==> src/rtl/dvp_frame_scheduler.sv <==
// rtl/dvp_frame_scheduler.sv - frame buffer ring scheduler for DVP capture (optional drop counter: DVP_FRAME_SCHED_DROP_CNT_EN)
`timescale 1ns/1ps
module dvp_frame_scheduler #(
   parameter int ADDR_W      = 32,
   parameter int NUM_BUF     = 3,
   parameter int BURST_BYTES = 512,
   parameter int MAX_OUTST   = 4,
   parameter int BURST_CNT_W = 16
) (
   input  logic                   clk,
   input  logic                   rst,
   input  logic                   cfg_start_i,
   input  logic [ADDR_W-1:0]      cfg_base_i,
   input  logic [ADDR_W-1:0]      cfg_stride_i,
   input  logic [BURST_CNT_W-1:0] cfg_frame_bursts_i,
   input  logic                   sof_i,
   input  logic                   baddr_rdy_i,
   output logic [ADDR_W-1:0]      baddr_o,
   output logic                   baddr_vld_o,
   input  logic                   bdone_i,
   input  logic                   berr_i,
   input  logic                   rel_vld_i,
   input  logic [1:0]             rel_idx_i,
   output logic                   pxl_en_o,
   output logic                   frame_done_o,
   output logic [1:0]             frame_idx_o,
   output logic                   frame_err_o,
   output logic [NUM_BUF-1:0]     buf_full_o,
   output logic                   busy_o
`ifdef DVP_FRAME_SCHED_DROP_CNT_EN
   ,
   output logic [15:0]            drop_cnt_o
`endif
);

   localparam int OUT_W = 4;
   localparam logic [2:0] NB = 3'(NUM_BUF);

   typedef enum logic [2:0] {S_IDLE, S_WAIT_SOF, S_SKIP, S_ACTIVE, S_DRAIN} state_t;

   state_t                 state_q, state_d;
   logic [1:0]             wptr_q, wptr_d;
   logic [1:0]             idx_q, idx_d;
   logic [BURST_CNT_W-1:0] issued_q, issued_d;
   logic [BURST_CNT_W-1:0] bursts_q, bursts_d;
   logic [OUT_W-1:0]       outst_q, outst_d;
   logic                   err_q, err_d;
   logic [NUM_BUF-1:0]     full_q, full_d;
   logic [ADDR_W-1:0]      baddr_q, baddr_d;

   logic [3:0] full4;
   logic [3:0] full_nxt;
   logic [2:0] cand;
   logic       found;
   logic [1:0] sel;
   logic       sof_eval, frame_start, frame_drop, handshake, resp_dec, done;

   // free-buffer search starting at the write pointer, wrapping modulo NUM_BUF
   always_comb begin
      full4 = '0;
      full4[NUM_BUF-1:0] = full_q;
      found = 1'b0;
      sel   = '0;
      cand  = '0;
      for (int k = 0; k < NUM_BUF; k++) begin
         cand = {1'b0, wptr_q} + 3'(k);
         if (cand >= NB) cand = cand - NB;
         if (!found && !full4[cand[1:0]]) begin
            found = 1'b1;
            sel   = cand[1:0];
         end
      end
   end

   // frame-level events shared by the FSM and the datapath
   always_comb begin
      sof_eval    = (state_q == S_WAIT_SOF || state_q == S_SKIP) && cfg_start_i && sof_i;
      frame_start = sof_eval && found;
      frame_drop  = sof_eval && !found;
      handshake   = baddr_vld_o && baddr_rdy_i;
      resp_dec    = bdone_i && (outst_q != '0);
      done        = (state_q == S_DRAIN) && (outst_q == '0);
   end

   // next-state logic
   always_comb begin
      state_d = state_q;
      case (state_q)
         S_IDLE: if (cfg_start_i) state_d = S_WAIT_SOF;
         S_WAIT_SOF, S_SKIP: begin
            if (!cfg_start_i)  state_d = S_IDLE;
            else if (sof_i)    state_d = found ? S_ACTIVE : S_SKIP;
         end
         S_ACTIVE: if (handshake && (issued_q + BURST_CNT_W'(1) == bursts_q)) state_d = S_DRAIN;
         S_DRAIN:  if (outst_q == '0) state_d = cfg_start_i ? S_WAIT_SOF : S_IDLE;
         default:  state_d = S_IDLE;
      endcase
   end

   // outputs decoded from state and registered counters
   always_comb begin
      pxl_en_o     = (state_q == S_ACTIVE);
      baddr_vld_o  = (state_q == S_ACTIVE) && (issued_q < bursts_q) &&
                     (outst_q < OUT_W'(MAX_OUTST));
      frame_done_o = done;
      busy_o       = (state_q != S_IDLE);
      baddr_o      = baddr_q;
      frame_idx_o  = idx_q;
      frame_err_o  = err_q;
      buf_full_o   = full_q;
   end

   // per-frame counters, address generator, ownership flags and write pointer
   always_comb begin
      idx_d    = idx_q;
      issued_d = issued_q;
      bursts_d = bursts_q;
      outst_d  = outst_q;
      err_d    = err_q;
      baddr_d  = baddr_q;
      wptr_d   = wptr_q;
      full_nxt = full4;

      if (frame_start) begin
         idx_d    = sel;
         issued_d = '0;
         outst_d  = '0;
         err_d    = 1'b0;
         bursts_d = (cfg_frame_bursts_i == '0) ? BURST_CNT_W'(1) : cfg_frame_bursts_i;
         baddr_d  = cfg_base_i + ADDR_W'(sel) * cfg_stride_i;
      end else begin
         if (handshake) begin
            issued_d = issued_q + BURST_CNT_W'(1);
            baddr_d  = baddr_q + ADDR_W'(BURST_BYTES);
         end
         // a handshake and a response in the same cycle cancel out
         if (handshake && !resp_dec)      outst_d = outst_q + OUT_W'(1);
         else if (!handshake && resp_dec) outst_d = outst_q - OUT_W'(1);
         if (resp_dec && berr_i) err_d = 1'b1;
      end

      // release first so a same-cycle completion on that index keeps the buffer
      if (rel_vld_i && ({1'b0, rel_idx_i} < NB)) full_nxt[rel_idx_i] = 1'b0;
      if (done) begin
         full_nxt[idx_q] = 1'b1;
         wptr_d = ({1'b0, idx_q} == NB - 3'd1) ? 2'd0 : idx_q + 2'd1;
      end
      full_d = full_nxt[NUM_BUF-1:0];
   end

   // state and datapath registers
   always_ff @(posedge clk or posedge rst) begin
      if (rst) begin
         state_q  <= S_IDLE;
         wptr_q   <= '0;
         idx_q    <= '0;
         issued_q <= '0;
         bursts_q <= '0;
         outst_q  <= '0;
         err_q    <= 1'b0;
         full_q   <= '0;
         baddr_q  <= '0;
      end else begin
         state_q  <= state_d;
         wptr_q   <= wptr_d;
         idx_q    <= idx_d;
         issued_q <= issued_d;
         bursts_q <= bursts_d;
         outst_q  <= outst_d;
         err_q    <= err_d;
         full_q   <= full_d;
         baddr_q  <= baddr_d;
      end
   end

`ifdef DVP_FRAME_SCHED_DROP_CNT_EN
   logic        start_q, start_d;
   logic [15:0] drop_cnt_q, drop_cnt_d;

   // saturating dropped-frame count, cleared when capture is (re)enabled
   always_comb begin
      start_d    = cfg_start_i;
      drop_cnt_d = drop_cnt_q;
      if (cfg_start_i && !start_q)
         drop_cnt_d = '0;
      else if (frame_drop && drop_cnt_q != 16'hFFFF)
         drop_cnt_d = drop_cnt_q + 16'd1;
   end

   // drop counter registers
   always_ff @(posedge clk or posedge rst) begin
      if (rst) begin
         start_q    <= 1'b0;
         drop_cnt_q <= '0;
      end else begin
         start_q    <= start_d;
         drop_cnt_q <= drop_cnt_d;
      end
   end

   assign drop_cnt_o = drop_cnt_q;
`else
   // dropped frames are discarded without being counted
`endif

endmodule

==> config.mk <==
export PLATFORM = sky130hd
export DESIGN_NAME = dvp_frame_scheduler
export DESIGN_NICKNAME = d
export VERILOG_FILES = /design/src/rtl/dvp_frame_scheduler.sv
export SDC_FILE = /design/constraint.sdc
export NUM_CORES = 1
export LEC_CHECK = 0
export CORE_UTILIZATION = 45
export DETAILED_ROUTE_END_ITERATION = 6
export PLACE_DENSITY_LB_ADDON = 0.12
export SYNTH_ARGS = -nofsm -noshare
export SYNTH_HDL_FRONTEND = slang
export SYNTH_SLANG_ARGS = --single-unit
==> constraint.sdc <==
create_clock -name clk -period 9 [get_ports clk]
set_clock_uncertainty 0.05 [all_clocks]
set_input_delay 0.9 -clock clk [delete_from_list [all_inputs] [get_ports clk]]
set_output_delay 0.9 -clock clk [all_outputs]
set_load 0.02 [all_outputs]
# Word level (Yosys, flattened, before mapping)
# Index checks and enable logic that the tools add are counted.
[word_totals]
register_bits = 79
wordCells = 120
romBits = 0
ramBits = 0
latchBits = 0
output_inout_bits = 42
input_bits = 90
mem_count = 0
[op_classes]
bitwise = 3
n_shift = 0
n_mux = 40
magnitude_cmp = 13
div_mod_pow = 0
reduce_logical = 33
mul = 1
add_sub_neg = 11
eq_ne = 10
[op_table]
columns = ["cell", "n"]
rows = [
  ["$mux W32", 2],
  ["$mux W16", 3],
  ["$add A32 B10 Y32 const B", 1],
  ["$add A32 B32 Y32", 1],
  ["$mul A2 B32 Y32", 1],
  ["$mux W3", 7],
  ["$logic_and A1 B1 Y1", 17],
  ["$add A16 B1 Y16 const B", 1],
  ["$eq A16 B16 Y1", 1],
  ["$logic_not A16 Y1", 1],
  ["$lt A16 B16 Y1", 1],
  ["$lt A2 B3 Y1 const B", 5],
  ["$mux W2", 7],
  ["$mux W1", 12],
  ["$mux W4", 3],
  ["$pmux W3 S4", 1],
  ["$bmux W1 S2", 3],
  ["$eq A3 B2 Y1 const B", 2],
  ["$ge A3 B2 Y1 const B", 2],
  ["$reduce_bool A3 Y1", 2],
  ["$sub A2 B2 Y2 const B", 3],
  ["$logic_not A1 Y1", 5],
  ["$add A4 B1 Y4 const B", 1],
  ["$demux W1 S2", 2],
  ["24 further kinds", 27],
]

# Longest topological paths before layout
[logic_depth]
ltp_word = 15
depth_mapped = 21
ltp_nobuf = 19

# Least setup slack after synthesis
# OpenSTA, ideal clock, no wires.
[synth_path]
kind = "register to register"
startpoint = "register wptr_q[0]"
endpoint = "register baddr_q[29] (netlist: baddr_o[29])"
period_less_slack_ns = 4.746
path_stages_with_launch = 22
n_path_buf = 2
arrival_ns = 4.567
setup_ns = 0.129
slack_ns = 4.254
t_required_ns = 8.821
cell_sequence = "dfrtp_1 inv_1 ha_1 clkbuf_1 mux2i_1 o22ai_1 o211a_1 o22a_1 clkbuf_1 nand2_1 fa_1 inv_1 ha_1 fa_1 a21oi_1 o22ai_2 a311oi_2 a211o_1 a211oi_1 or3_1 xnor2_1 mux2i_1"
[synth_via]
elab_chain_len = 14
elab_cells_between_ends = 33
cone_classes = "add/sub (6); mul (1); order compare (3); mux (16); reduce/logical (7)"
[synth_rtl]
columns = ["element", "line", "rtl"]
rows = [
  ["from (decl)", "42", "logic [1:0] wptr_q, wptr_d;"],
  ["from (signal assigned)", "165", "wptr_q <= wptr_d;"],
  ["$add A2 B1 Y3", "66", "cand = {1'b0, wptr_q} + 3'(k);"],
  ["$ge A3 B2 Y1 or $sub A2 B2 Y2 (tied branches)", "67", "if (cand >= NB) cand = cand - NB;"],
  ["$mux W2", "67", ""],
  ["$bmux W1 S2", "68", "if (!found && !full4[cand[1:0]]) begin"],
  ["$mux W1 (not written as such)", "68", ""],
  ["$logic_not A1 Y1", "68", ""],
  ["$logic_and A1 B1 Y1", "68", ""],
  ["$mux W1", "68", ""],
  ["$logic_not A1 Y1", "68", ""],
  ["$logic_and A1 B1 Y1", "68", ""],
  ["$mux W2", "68", ""],
  ["$mul A2 B32 Y32", "130", "baddr_d = cfg_base_i + ADDR_W'(sel) * cfg_stride_i;"],
  ["$add A32 B32 Y32", "130", ""],
  ["$mux W32", "124", "if (frame_start) begin"],
  ["to (signal assigned)", "172", "baddr_q <= baddr_d;"],
  ["to (decl)", "49", "logic [ADDR_W-1:0] baddr_q, baddr_d;"],
]
# Several ways; a longest one is shown, not always the timed one. The select of a mux whose other input is x is not followed.
# A chain may end at the register's enable or synchronous reset.

# Worst setup path after layout
[layout_path]
startpoint = "register wptr_q[1]"
endpoint = "register baddr_q[29] (netlist: baddr_o[29])"
# The elaborated chain is that of the path after synthesis.

==> summary.md <==
| Metric | Value |
|---|---|
| Dpl cells | 1259 |
| Dominant cell type by area after synthesis | dfrtp_1 |
| CTS Buffer Depth | 2 |
| # hold bufs at CTS | 0 |
| Tot Pwr | 2146 uW |
| Largest fanout on the critical path | 32 |
| Postcts setup bufs | 0 |
| Synth Area in Adders | 17.73% |
| PD cells | 231.5 nW/um^2 |
| Vias in the first global route | 6298 |
| Post-synthesis compound-gate area fraction | 16.71% |
| Vias per inst | 5.132 |
| Die Wd | 131.0 microns |
| Final min period | 5597 ps |
| Residual DRC | 0 |
| Final cell count without fillers | 1273 |
| Starting DRT DRC Count | 331 |
| CP Class | register to register |
| Largest net degree at the start of global routing | 80 |
| Die Y | 131.0 microns |
| Initial core utilization | 46.67% |
| # nets final | 1231 |
| Syn avg cell area | 8.006 sq um |
| WL final | 17.54 mm |
| Post-synthesis net count | 1113 |
| Layout cells sized above 1 | 3.217% |
| Port-buffer cells | 131 |
| Run status | complete, no violations |
| Row count | 46 |
| First-pass GRT wire length | 29.42 mm |
| Most common library cells after synthesis | nand2_1 (153), inv_1 (124), dfrtp_1 (79), o21ai_0 (72), ha_1 (55) |
| Num ports | 132 |
| Ratio of final minimum period to clock period | 62.19% |
| Multiplexer area fraction after synthesis | 2.154% |
| XOR/XNOR Fraction of Synth Area | 8.532% |
| Total gr overflow | 0 |
| MaxCap Viol Count | 0 |
| Yosys cell types | 65 |
| Clock Sinks | 79 |
| Core area | 16060 sq um |
| Die ar. | 17170 sq um |
| Critical Path Start Type | register |
| Post-CTS sizing | 0 |
| Worst slew pin tran | 1127 ps |
| Layout area overhead | 23.73% |
| Maximum VDD drop | 0.1063 mV |
| Skew-Pair Late Insertion Delay | 350 ps |
| Final slew viol count | 0 |
| Number of synthesized flops with an enable pin | 0 |
| Placer Congestion | 0.8843 |
| Ys async rst share | 100.0% |
| Worst-path clk slew | 60 ps |
| Top-area cell type share of the netlist area | 26.38% |
| Synth top area cells | dfrtp_1 (26%), ha_1 (9.2%), fa_1 (8.5%) |
| Hold Crit Class | register to register |
| Vias | 6533 |
| Post-DP HPWL | 13.33 mm |
| RSZ-0062 raised after global routing | false |
| Simple-Gate Fraction of Synth Area | 20.40% |
| CTS H-tree lvls | 3 |
| Antenna violations before repair | 0 |
| Tot GR Track Use | 21.84% |
| Register area share after synthesis | 26.38% |
| # diodes | 0 |
| Arrival @ worst endpoint | 5750 ps |
| Setup_tns | 0 ps |
| Largest family of logic cells by synthesized area | simple AND/OR/NAND/NOR gates |
| Final setup fails | 0 |
| Peak Freq | 178.7 MHz |
| Synthesized instance count | 936 |
| WP data required | 9150 ps |
| Routed Antenna Nets | 0 |
| Leakage power | 0.004258 uW |
| Main flop type after synthesis | dfrtp_1 |
| Num CTS Buffers | 9 |
| Final hold vios | 0 |
| Worst slew margin | 24.86% |
| CTS tree | yes |
| #FFs+latches synth | 79 |
| Post-Syn Area | 7493 sq um |
| Final Util | 57.74% |
| CTS Root Cell | clkbuf_16 |
| First drt pass iteration count | 4 |
| Synthesis Warnings | 0 |
| Drt wl/cell | 13.78 microns |
| Top-count cell post-synth | nand2_1 |
| Critical Path Sink Type | register |
worst paths after layout:
| path | cells after the start | endpoint | slack [ps] | from |
|---|---|---|---|---|
| worst max-delay path | 19 | baddr_o[29] | 3400 | wptr_q[1] |
| worst min-delay path | 2 | baddr_o[0] | 430 | baddr_o[0] |
| worst max register to register | 19 | baddr_o[29] | 3400 | wptr_q[1] |
| worst min register to register | 2 | baddr_o[0] | 430 | baddr_o[0] |
| max in group asynchronous | 3 | issued_q[9] | 7070 | rst |
| min in group asynchronous | 3 | state_q[0] | 1140 | rst |
power by group:
group / switching (uW) / internal (uW)
registers: 138 / 487
clock network: 146 / 218
logic: 634 / 524
logic make-up (layout without fill, tap and decap cells):
logic type,after synthesis,in the layout
fa+ha+maj,87,87
buf+inv,154,275
mux,16,16
flops,79,79
simple gates,326,326
compound gates,201,201
xor+xnor,73,73
layer usage:
metal	track usage, %	routed length [microns]
met5	0	0
met4	8.114	304
met3	2.809	606
met2	37.10	8048
met1	28.37	8576
critical path, cell delays in order, from the launching register on:
cell and delay [ps]:
dfrtp_1 410, inv_1 110, ha_1 290, mux2i_1 130
o22ai_1 210, o211a_1 170, o22a_1 860, nand2_1 190
fa_1 550, inv_1 40, ha_1 230, fa_1 410
a21oi_1 240, o22ai_2 140, a311oi_2 430, a211o_1 270
a211oi_1 110, or3_1 370, xnor2_1 140, mux2i_1 80
flip-flops by register name, summed over array words and instances (netlist names):
register and count:
baddr_o 32, issued_q 16, frame_idx_o 2, buf_full_o 3
bursts_q 16, outst_q 4, frame_err_o 1, state_q 3
wptr_q 2
cells in the final DEF, fill, tap and decap left out, types with 32 or more instances in the layout:
| master | netlist | layout |
|---|---|---|
| nor2_1 | 42 | 41 |
| o21ai_0 | 72 | 72 |
| dfrtp_1 | 79 | 79 |
| inv_1 | 124 | 123 |
| xnor2_1 | 47 | 47 |
| a21oi_1 | 48 | 48 |
| clkdlybuf4s50_1 | 0 | 131 |
| ha_1 | 55 | 55 |
| fa_1 | 32 | 32 |
| nand2_1 | 153 | 153 |
stage by stage:
step	hold WS (ps)	instance area [sq um]	setup WS, ps
2_1_floorplan	403.8	7493	4254
3_3_place_gp	412.6	8985	3508
3_5_place_dp	416.5	8985	3349
4_1_cts	431.8	9271	3344
5_1_grt	456.4	9271	3040
6_report	427.9	9271	3403
cell type report:
type,instances,area [sq um]
Multi-Input combinational cell,703,4915
Inverter,124,466.7
Sequential cell,79,1977
Tap cell,216,270.3
Fill cell,1511,6787
Timing Repair Buffer,137,1356
Clock buffer,10,239.0
Clock inverter,4,47.55
Power figures use the tool's default switching activity.
